==> src/rtl/sram_arbiter.sv <==
// Merges the CPU instruction-fetch and data ports onto one single-port synchronous SRAM.
// Data wins ties, but a saturating starvation counter periodically forces an instruction grant.
module sram_arbiter #(
    parameter int MEM_LAT    = 1,
    parameter int STARVE_MAX = 3
) (
    input  logic        clk,
    input  logic        rst,
    input  logic        inst_req,
    input  logic [31:0] inst_addr,
    output logic        inst_addr_ok,
    output logic        inst_data_ok,
    input  logic        data_req,
    input  logic        data_wr,
    input  logic [3:0]  data_wstrb,
    input  logic [31:0] data_addr,
    input  logic [31:0] data_wdata,
    output logic        data_addr_ok,
    output logic        data_data_ok,
    output logic [31:0] cpu_rdata,
    output logic        mem_en,
    output logic [3:0]  mem_we,
    output logic [31:0] mem_addr,
    output logic [31:0] mem_wdata,
    input  logic [31:0] mem_rdata
);

    localparam logic [3:0] STARVE_LIM = 4'(STARVE_MAX);

    logic               inst_grant_s;
    logic               data_grant_s;
    logic               starved_s;
    logic [3:0]         starve_cnt_r;
    logic [3:0]         starve_nxt_s;
    logic [MEM_LAT-1:0] pipe_vld_r;
    logic [MEM_LAT-1:0] pipe_dat_r;

    // Grant selection; reset suppresses every grant so nothing reaches the SRAM.
    always_comb begin
        starved_s = inst_req & (starve_cnt_r == STARVE_LIM);
        if (rst) begin
            inst_grant_s = 1'b0;
            data_grant_s = 1'b0;
        end else if (data_req && !starved_s) begin
            inst_grant_s = 1'b0;
            data_grant_s = 1'b1;
        end else if (inst_req) begin
            inst_grant_s = 1'b1;
            data_grant_s = 1'b0;
        end else begin
            inst_grant_s = 1'b0;
            data_grant_s = 1'b0;
        end
    end

    assign inst_addr_ok = inst_grant_s;
    assign data_addr_ok = data_grant_s;
    assign mem_en       = inst_grant_s | data_grant_s;
    assign mem_wdata    = data_wdata;
    assign cpu_rdata    = mem_rdata;

    // SRAM address and byte enables follow the granted port; fetches never write.
    always_comb begin
        if (data_grant_s) begin
            mem_addr = data_addr;
        end else begin
            mem_addr = inst_addr;
        end
        if (data_grant_s && data_wr) begin
            mem_we = data_wstrb;
        end else begin
            mem_we = 4'b0000;
        end
    end

    // Starvation counter next state: counts data grants that bypass a waiting fetch.
    always_comb begin
        if (inst_grant_s || !inst_req) begin
            starve_nxt_s = 4'd0;
        end else if (data_grant_s && (starve_cnt_r < STARVE_LIM)) begin
            starve_nxt_s = starve_cnt_r + 4'd1;
        end else begin
            starve_nxt_s = starve_cnt_r;
        end
    end

    // Starvation counter register.
    always_ff @(posedge clk or posedge rst) begin
        if (rst) begin
            starve_cnt_r <= 4'd0;
        end else begin
            starve_cnt_r <= starve_nxt_s;
        end
    end

    // Response pipe: one {valid, is_data} stage per cycle of SRAM latency.
    always_ff @(posedge clk or posedge rst) begin
        if (rst) begin
            pipe_vld_r <= '0;
            pipe_dat_r <= '0;
        end else begin
            pipe_vld_r[0] <= mem_en;
            pipe_dat_r[0] <= data_grant_s;
            for (int i = 1; i < MEM_LAT; i++) begin
                pipe_vld_r[i] <= pipe_vld_r[i-1];
                pipe_dat_r[i] <= pipe_dat_r[i-1];
            end
        end
    end

    assign inst_data_ok = ~rst & pipe_vld_r[MEM_LAT-1] & ~pipe_dat_r[MEM_LAT-1];
    assign data_data_ok = ~rst & pipe_vld_r[MEM_LAT-1] &  pipe_dat_r[MEM_LAT-1];

endmodule

==> config.mk <==
export PLATFORM = sky130hd
export DESIGN_NAME = sram_arbiter
export DESIGN_NICKNAME = d
export VERILOG_FILES = /design/src/rtl/sram_arbiter.sv
export SDC_FILE = /design/constraint.sdc
export NUM_CORES = 1
export LEC_CHECK = 0
export BUFFER_PORTS_ARGS = -buffer_cell sky130_fd_sc_hd__clkbuf_2
export CORE_AREA = 2 2 94 96
export CTS_BUF_LIST = sky130_fd_sc_hd__clkbuf_16
export DETAILED_ROUTE_END_ITERATION = 10
export DIE_AREA = 0 0 96 98
export HOLD_SLACK_MARGIN = 0.08
export SYNTH_ARGS = -nofsm -noshare
export SYNTH_HDL_FRONTEND = slang
export SYNTH_SLANG_ARGS = --single-unit
export TNS_END_PERCENT = 100
==> constraint.sdc <==
create_clock -name clk -period 4.3 [get_ports clk]
set_clock_uncertainty 0.1 [all_clocks]
set_input_delay 0.645 -clock clk [delete_from_list [all_inputs] [get_ports clk]]
set_output_delay 0.645 -clock clk [all_outputs]
set_load 0.02 [all_outputs]
==> impl_metrics.toml, run 1 <==
[setup_path]
cp-start-kind = "input pin"
path_max_fanout = 20
r2r_setup_slack_ps = 2600
cpMaxStageDelayCell = "a31oi_4"
r2r_start = "starve_cnt_r[0]$_DFFE_PP0P_"
path_cells = "clkbuf_2 > nand2b_4 > a31oi_4 > buf_12 > mux2_2 > clkbuf_2"
arrival_ps = 2330
required_ps = 3560
critPathKind = "input pin to primary output"
cp-startpoint = "rst"
reg2reg_to = "starve_cnt_r[2]$_DFFE_PP0P_"
cpMostUsedCell = "clkbuf_2"
ff2ff_path_depth = 4
slowest_delay_ps = 600
endpoint_kind = "primary output"

[run]
cap_violations = 0

[clocking]
cts_hold_buf = 0
cts_max_path_buffers = 2
clock_latency_ps = 230
cts_setup_buffers = 0
cts-buffers-inserted = 3
tritoncts = "built"
cts_root_buffer = "clkbuf_16"
post_cts_resized = 0
cts.sinks = 6
clk_pin_slew_worst_paths_ps = 30
cts.htree.levels = 1

[logic_synthesis]
synth_top_area_frac = 0.360
ys_warn_count = 0
synth_seq_area_share = 0.112
ys_async_sr_fraction = 1.00
avgSynthCellArea_um2 = 10.2
syn_area_um2 = 1340
postSynthCellCount = 131
synth_commonest_cells = "buf_4, mux2_4, mux2_2, dfrtp_1, and3_1"
yosysMostFrequentCell = "buf_4"
syn_nets = 269
synth_area_leader_cell = "buf_4"
synth-seq-cells = 6
ys_top_cells_by_area = "buf_4, mux2_4, dfrtp_1"
yosysUniqueCellTypes = 21
synthFlopType = "dfrtp_1"
synth_edf_count = 0

[place]
portBuffers = 113
dp_cells = 286
routabilityCongestion = 0.750
dp_hpwl_mm = 3.07

[global_routing]
grt_max_degree = 21
grt_pass1_wl_mm = 4.94
grt_overflow = 0
grt_pass1_vias = 1147
antenna_found_initial = 0
grt_usage = 0.0682

[layout]
nFillCells = 952
diodes = 0
drive_gt1_frac = 0.840
fin_util = 0.188
nNetsFinal = 321
area_delta_synth_final_pct = 19.5
layoutNonFillerInstCount = 289

[sta]
layout_min_cycle_time_ps = 3070
max_freq_mhz = 325
max_slew.worst_pin.slew_ps = 739
slew-limit-headroom = 0.507
finalCritPeriodShare = 0.715
drv_slew = 0
rsz0062_at_grt = "false"
finalHoldViolations = 0
timing.hold.ws_ps = 296
fin_tns_setup_ps = 0
setup_viol = 0

[floorplan]
ios = 242
fp.dieH_um = 98
start_util = 0.158
core_area_um2 = 8470
die-area_um2 = 9410
rows = 34
die_x_um = 96

[worst_hold_path]
min_path_type = "input pin to async pin"

[drt]
wl_per_cell_um = 12.0
dr.pass1.iters = 2
drt-met1-wl_mm = 1.12
wl_mm = 3.48
drtIter0Drc = 5
routed.top_layer = "met4"
via_count = 1110
drtAntennaViolNets = 0
met3_length_um = 639
viasPerCell = 3.84
drc_errors = 0
dr_wl_met2_mm = 1.66

[power]
leakagePower_nw = 0.896
peakVddDrop_v = 0.000202
p_per_area_nw_per_um2 = 229

[status]
outcome = "complete, no violations"
-- critical path, delay by kind of cell --
| kind | cells | cell delay (ps) |
|---|---|---|
| buffers and inverters | 3 | 550 |
| AND/OR/NAND/NOR | 1 | 170 |
| multiplexers | 1 | 350 |
| AO/OA/AOI/OAI | 1 | 600 |
-- layout make-up --
| type | count | area [um2] | share of cell area |
|---|---|---|---|
| sequential | 6 | 150 | 0.0941 |
| tap | 108 | 135 | 0.0847 |
| clock buffer | 3 | 75.1 | 0.0471 |
| multi-input combinational | 56 | 642 | 0.402 |
| inverter | 2 | 7.51 | 0.00471 |
| timing repair buffer | 114 | 586 | 0.367 |
-- sequential cells by signal, indices dropped and copies added (netlist names) --
| signal | count |
|---|---|
| pipe_dat_r | 1 |
| starve_cnt_r | 4 |
| pipe_vld_r | 1 |
-- per-layer routing --
layer / vias up / GRT usage
met1: 479 / 0.0619
met4: 0 / 0.0341
met3: 12 / 0.0309
met2: 135 / 0.124
li1: 484 / -
met5: - / 0
-- cell families (layout without fill, tap and decap cells) --
kind of cell               Yosys count  count (layout)  synth area share
and+or+nand+nor                     17              17            0.0872
buffers and inverters               69             119             0.407
DFF                                  6               6             0.112
adders and majority gates            1               1           0.00937
muxes                               32              32             0.340
AOI/OAI and AO/OA                    6               6            0.0440
-- stage by stage --
step | total power, W | area, um2 | setup WS (ps)
after floorplan | 0.000241 | 1340 | 1870
after global placement | 0.000215 | 1520 | 1250
final | 0.000365 | 1600 | 1230
after detailed placement | 0.000216 | 1520 | 1190
after global routing | 0.000389 | 1600 | 1100
after CTS | 0.000371 | 1600 | 1190
-- where the power goes --
part / switching [W] / total [W] / internal (W)
combinational: 0.0000757 / 0.000154 / 0.0000781
clock: 0.0000325 / 0.000152 / 0.000119
sequential: 0.000000994 / 0.0000595 / 0.0000585
-- placed cells by master, fill, tap and decap left out, drive strengths merged --
cell	instances
a211oi	2
a21oi	1
a31oi	1
and2	1
and3	5
buf	1
clkbuf	116
dfrtp	6
ha	1
inv	2
mux2	32
nand2b	1
nand3	1
nand3b	1
nor2	3
nor3b	4
o41ai	2
or3b	1
-- worst max path at each step --
stage	endpoint	depth (start not counted)
4_1_cts	mem_addr[0]	6
5_1_grt	mem_addr[30]	6
2_1_floorplan	mem_addr[23]	4
6_report	mem_addr[30]	6
3_3_place_gp	mem_addr[30]	6
3_5_place_dp	mem_addr[0]	6
(Power assumes the default switching activity.)
==> inputs of run 2 (changes only) <==
==> constraint.sdc (replaced) <==
create_clock -name clk -period 3 [get_ports clk]
set_clock_uncertainty 0.1 [all_clocks]
set_input_delay 0.45 -clock clk [delete_from_list [all_inputs] [get_ports clk]]
set_output_delay 0.45 -clock clk [all_outputs]
set_load 0.02 [all_outputs]
==> impl_metrics.toml, run 2 (synthesis results as in run 1) <==
[status]
outcome = "complete, no violations"

[clocking]
cts_max_path_buffers = 2
post_cts_resized = 0
tritoncts = "built"
cts.htree.levels = 1
clk_pin_slew_worst_paths_ps = 30
cts_setup_buffers = 0
cts.sinks = 6
cts_root_buffer = "clkbuf_16"
cts_hold_buf = 0
cts-buffers-inserted = 3
clock_latency_ps = 230

[setup_path]
cp-start-kind = "flop"
arrival_ps = 1960
reg2reg_to = "starve_cnt_r[2]$_DFFE_PP0P_"
required_ps = 2450
r2r_start = "starve_cnt_r[0]$_DFFE_PP0P_"
path_max_fanout = 20
cpMaxStageDelayCell = "dfrtp_1"
crit_end = "mem_addr[30]"
slowest_delay_ps = 390
endpoint_kind = "primary output"
ff2ff_path_depth = 4
r2r_setup_slack_ps = 1290
critPathKind = "flop to primary output"
cp-startpoint = "starve_cnt_r[0]$_DFFE_PP0P_"
path_cells = "ha_1 > a31oi_4 > buf_4 > mux2_2 > clkbuf_2"

[global_routing]
grt_usage = 0.0649
antenna_found_initial = 0
grt_pass1_wl_mm = 4.77
grt_pass1_vias = 1042
grt_max_degree = 21
grt_overflow = 0

[sta]
max_freq_mhz = 399
slew-limit-headroom = 0.754
fin_tns_setup_ps = 0
finalHoldViolations = 0
max_slew.worst_pin.slew_ps = 369
layout_min_cycle_time_ps = 2510
finalCritPeriodShare = 0.836
setup_viol = 0
fin_ws_ps = 492
drv_slew = 0
rsz0062_at_grt = "false"

[power]
switchingPower_w = 0.000155
sw_frac_of_total = 0.298
power_frac_comb = 0.419
internal-power_w = 0.000366
leakagePower_nw = 0.897
p_per_area_nw_per_um2 = 328
p_seq_frac = 0.164
peakVddDrop_v = 0.000276
clock_power_share = 0.417

[layout]
drive_gt1_frac = 0.841
largest_register_ffs = 4
nNetsFinal = 322
reg_top3 = "starve_cnt_r (4), pipe_dat_r (1), pipe_vld_r (1)"
area_delta_synth_final_pct = 19.1
final_common_cell = "clkbuf_2"
nFillCells = 941
diodes = 0
final_cell_mix = "clkbuf_2, mux2_4, mux2_2, dfrtp_1, and3_1"
top_register = "starve_cnt_r"

[place]
routabilityCongestion = 0.774
dp_hpwl_mm = 3.03
pre_cts_slack_ps = 662
portBuffers = 113

[floorplan]
die-area_um2 = 9410
start_util = 0.158
core_area_um2 = 8470
ios = 242
rows = 34
fp.dieH_um = 98
die_x_um = 96

[drt]
wl_mm = 3.40
via_count = 1077
drc_errors = 0
drtIter0Drc = 20
drtAntennaViolNets = 0
dr.pass1.iters = 3
wl_per_cell_um = 11.7
viasPerCell = 3.71

[worst_hold_path]
min_path_type = "input pin to async pin"

[run]
cap_violations = 0
==> run 2: changes by cell type in the layout (fill, tap and decap cells not counted) <==
| cell | delta |
|---|---|
| buf_4 | +2 |
| buf_12 | -1 |
==> run 2: area by class of cell <==
| type | instances | area [um2] | area share |
|---|---|---|---|
| clock buffer | 3 | 75.1 | 0.0472 |
| sequential | 6 | 150 | 0.0944 |
| multi-input combinational | 56 | 642 | 0.404 |
| timing repair buffer | 115 | 581 | 0.365 |
| inverter | 2 | 7.51 | 0.00472 |
| tap | 108 | 135 | 0.0850 |
==> run 2: worst max-delay path: cells and delay by family, from the launching register on <==
family / cells / cell delay (ps)
AOI/OAI and AO/OA: 1 / 160
adders and majority gates: 1 / 290
muxes: 1 / 380
DFF: 1 / 390
buffers and inverters: 2 / 510
==> run 2: power groups by stage <==
stage | clock network (W) | registers (W) | logic [W]
finish | 0.000218 | 0.0000853 | 0.000218
global route | 0.000227 | 0.0000856 | 0.000238
CTS | 0.000221 | 0.0000854 | 0.000223
detailed placement | 0 | 0.0000864 | 0.000222
global placement | 0 | 0.0000861 | 0.000220
floorplan | 0 | 0.0000857 | 0.000260
==> run 2: worst min path at each step <==
stage	slack, ps	depth (start not counted)	endpoint	from
5_1_grt	130	2	starve_cnt_r[2]$_DFFE_PP0P_	rst
4_1_cts	100	2	pipe_dat_r$_DFF_PP0_	rst
6_report	90	2	pipe_dat_r$_DFF_PP0_	rst
3_3_place_gp	330	2	starve_cnt_r[2]$_DFFE_PP0P_	rst
3_5_place_dp	330	2	pipe_dat_r$_DFF_PP0_	rst
2_1_floorplan	150	1	pipe_dat_r$_DFF_PP0_	rst
==> run 2: stage by stage <==
stage	util	hold WS [ps]	cells	power (W)	cell area [um2]
after floorplan	-	146	131	0.000346	1340
after global placement	0.179	327	287	0.000306	1520
after detailed placement	0.179	335	287	0.000309	1520
after CTS	0.188	96.0	290	0.000529	1590
after global routing	0.188	130	290	0.000551	1590
final	0.188	85.9	290	0.000521	1590
==> run 2: per-layer routing <==
metal  track usage  wire length [um]
met1        0.0647              1140
met3        0.0255               596
met5             0                 0
met4        0.0242                51
met2         0.119              1610
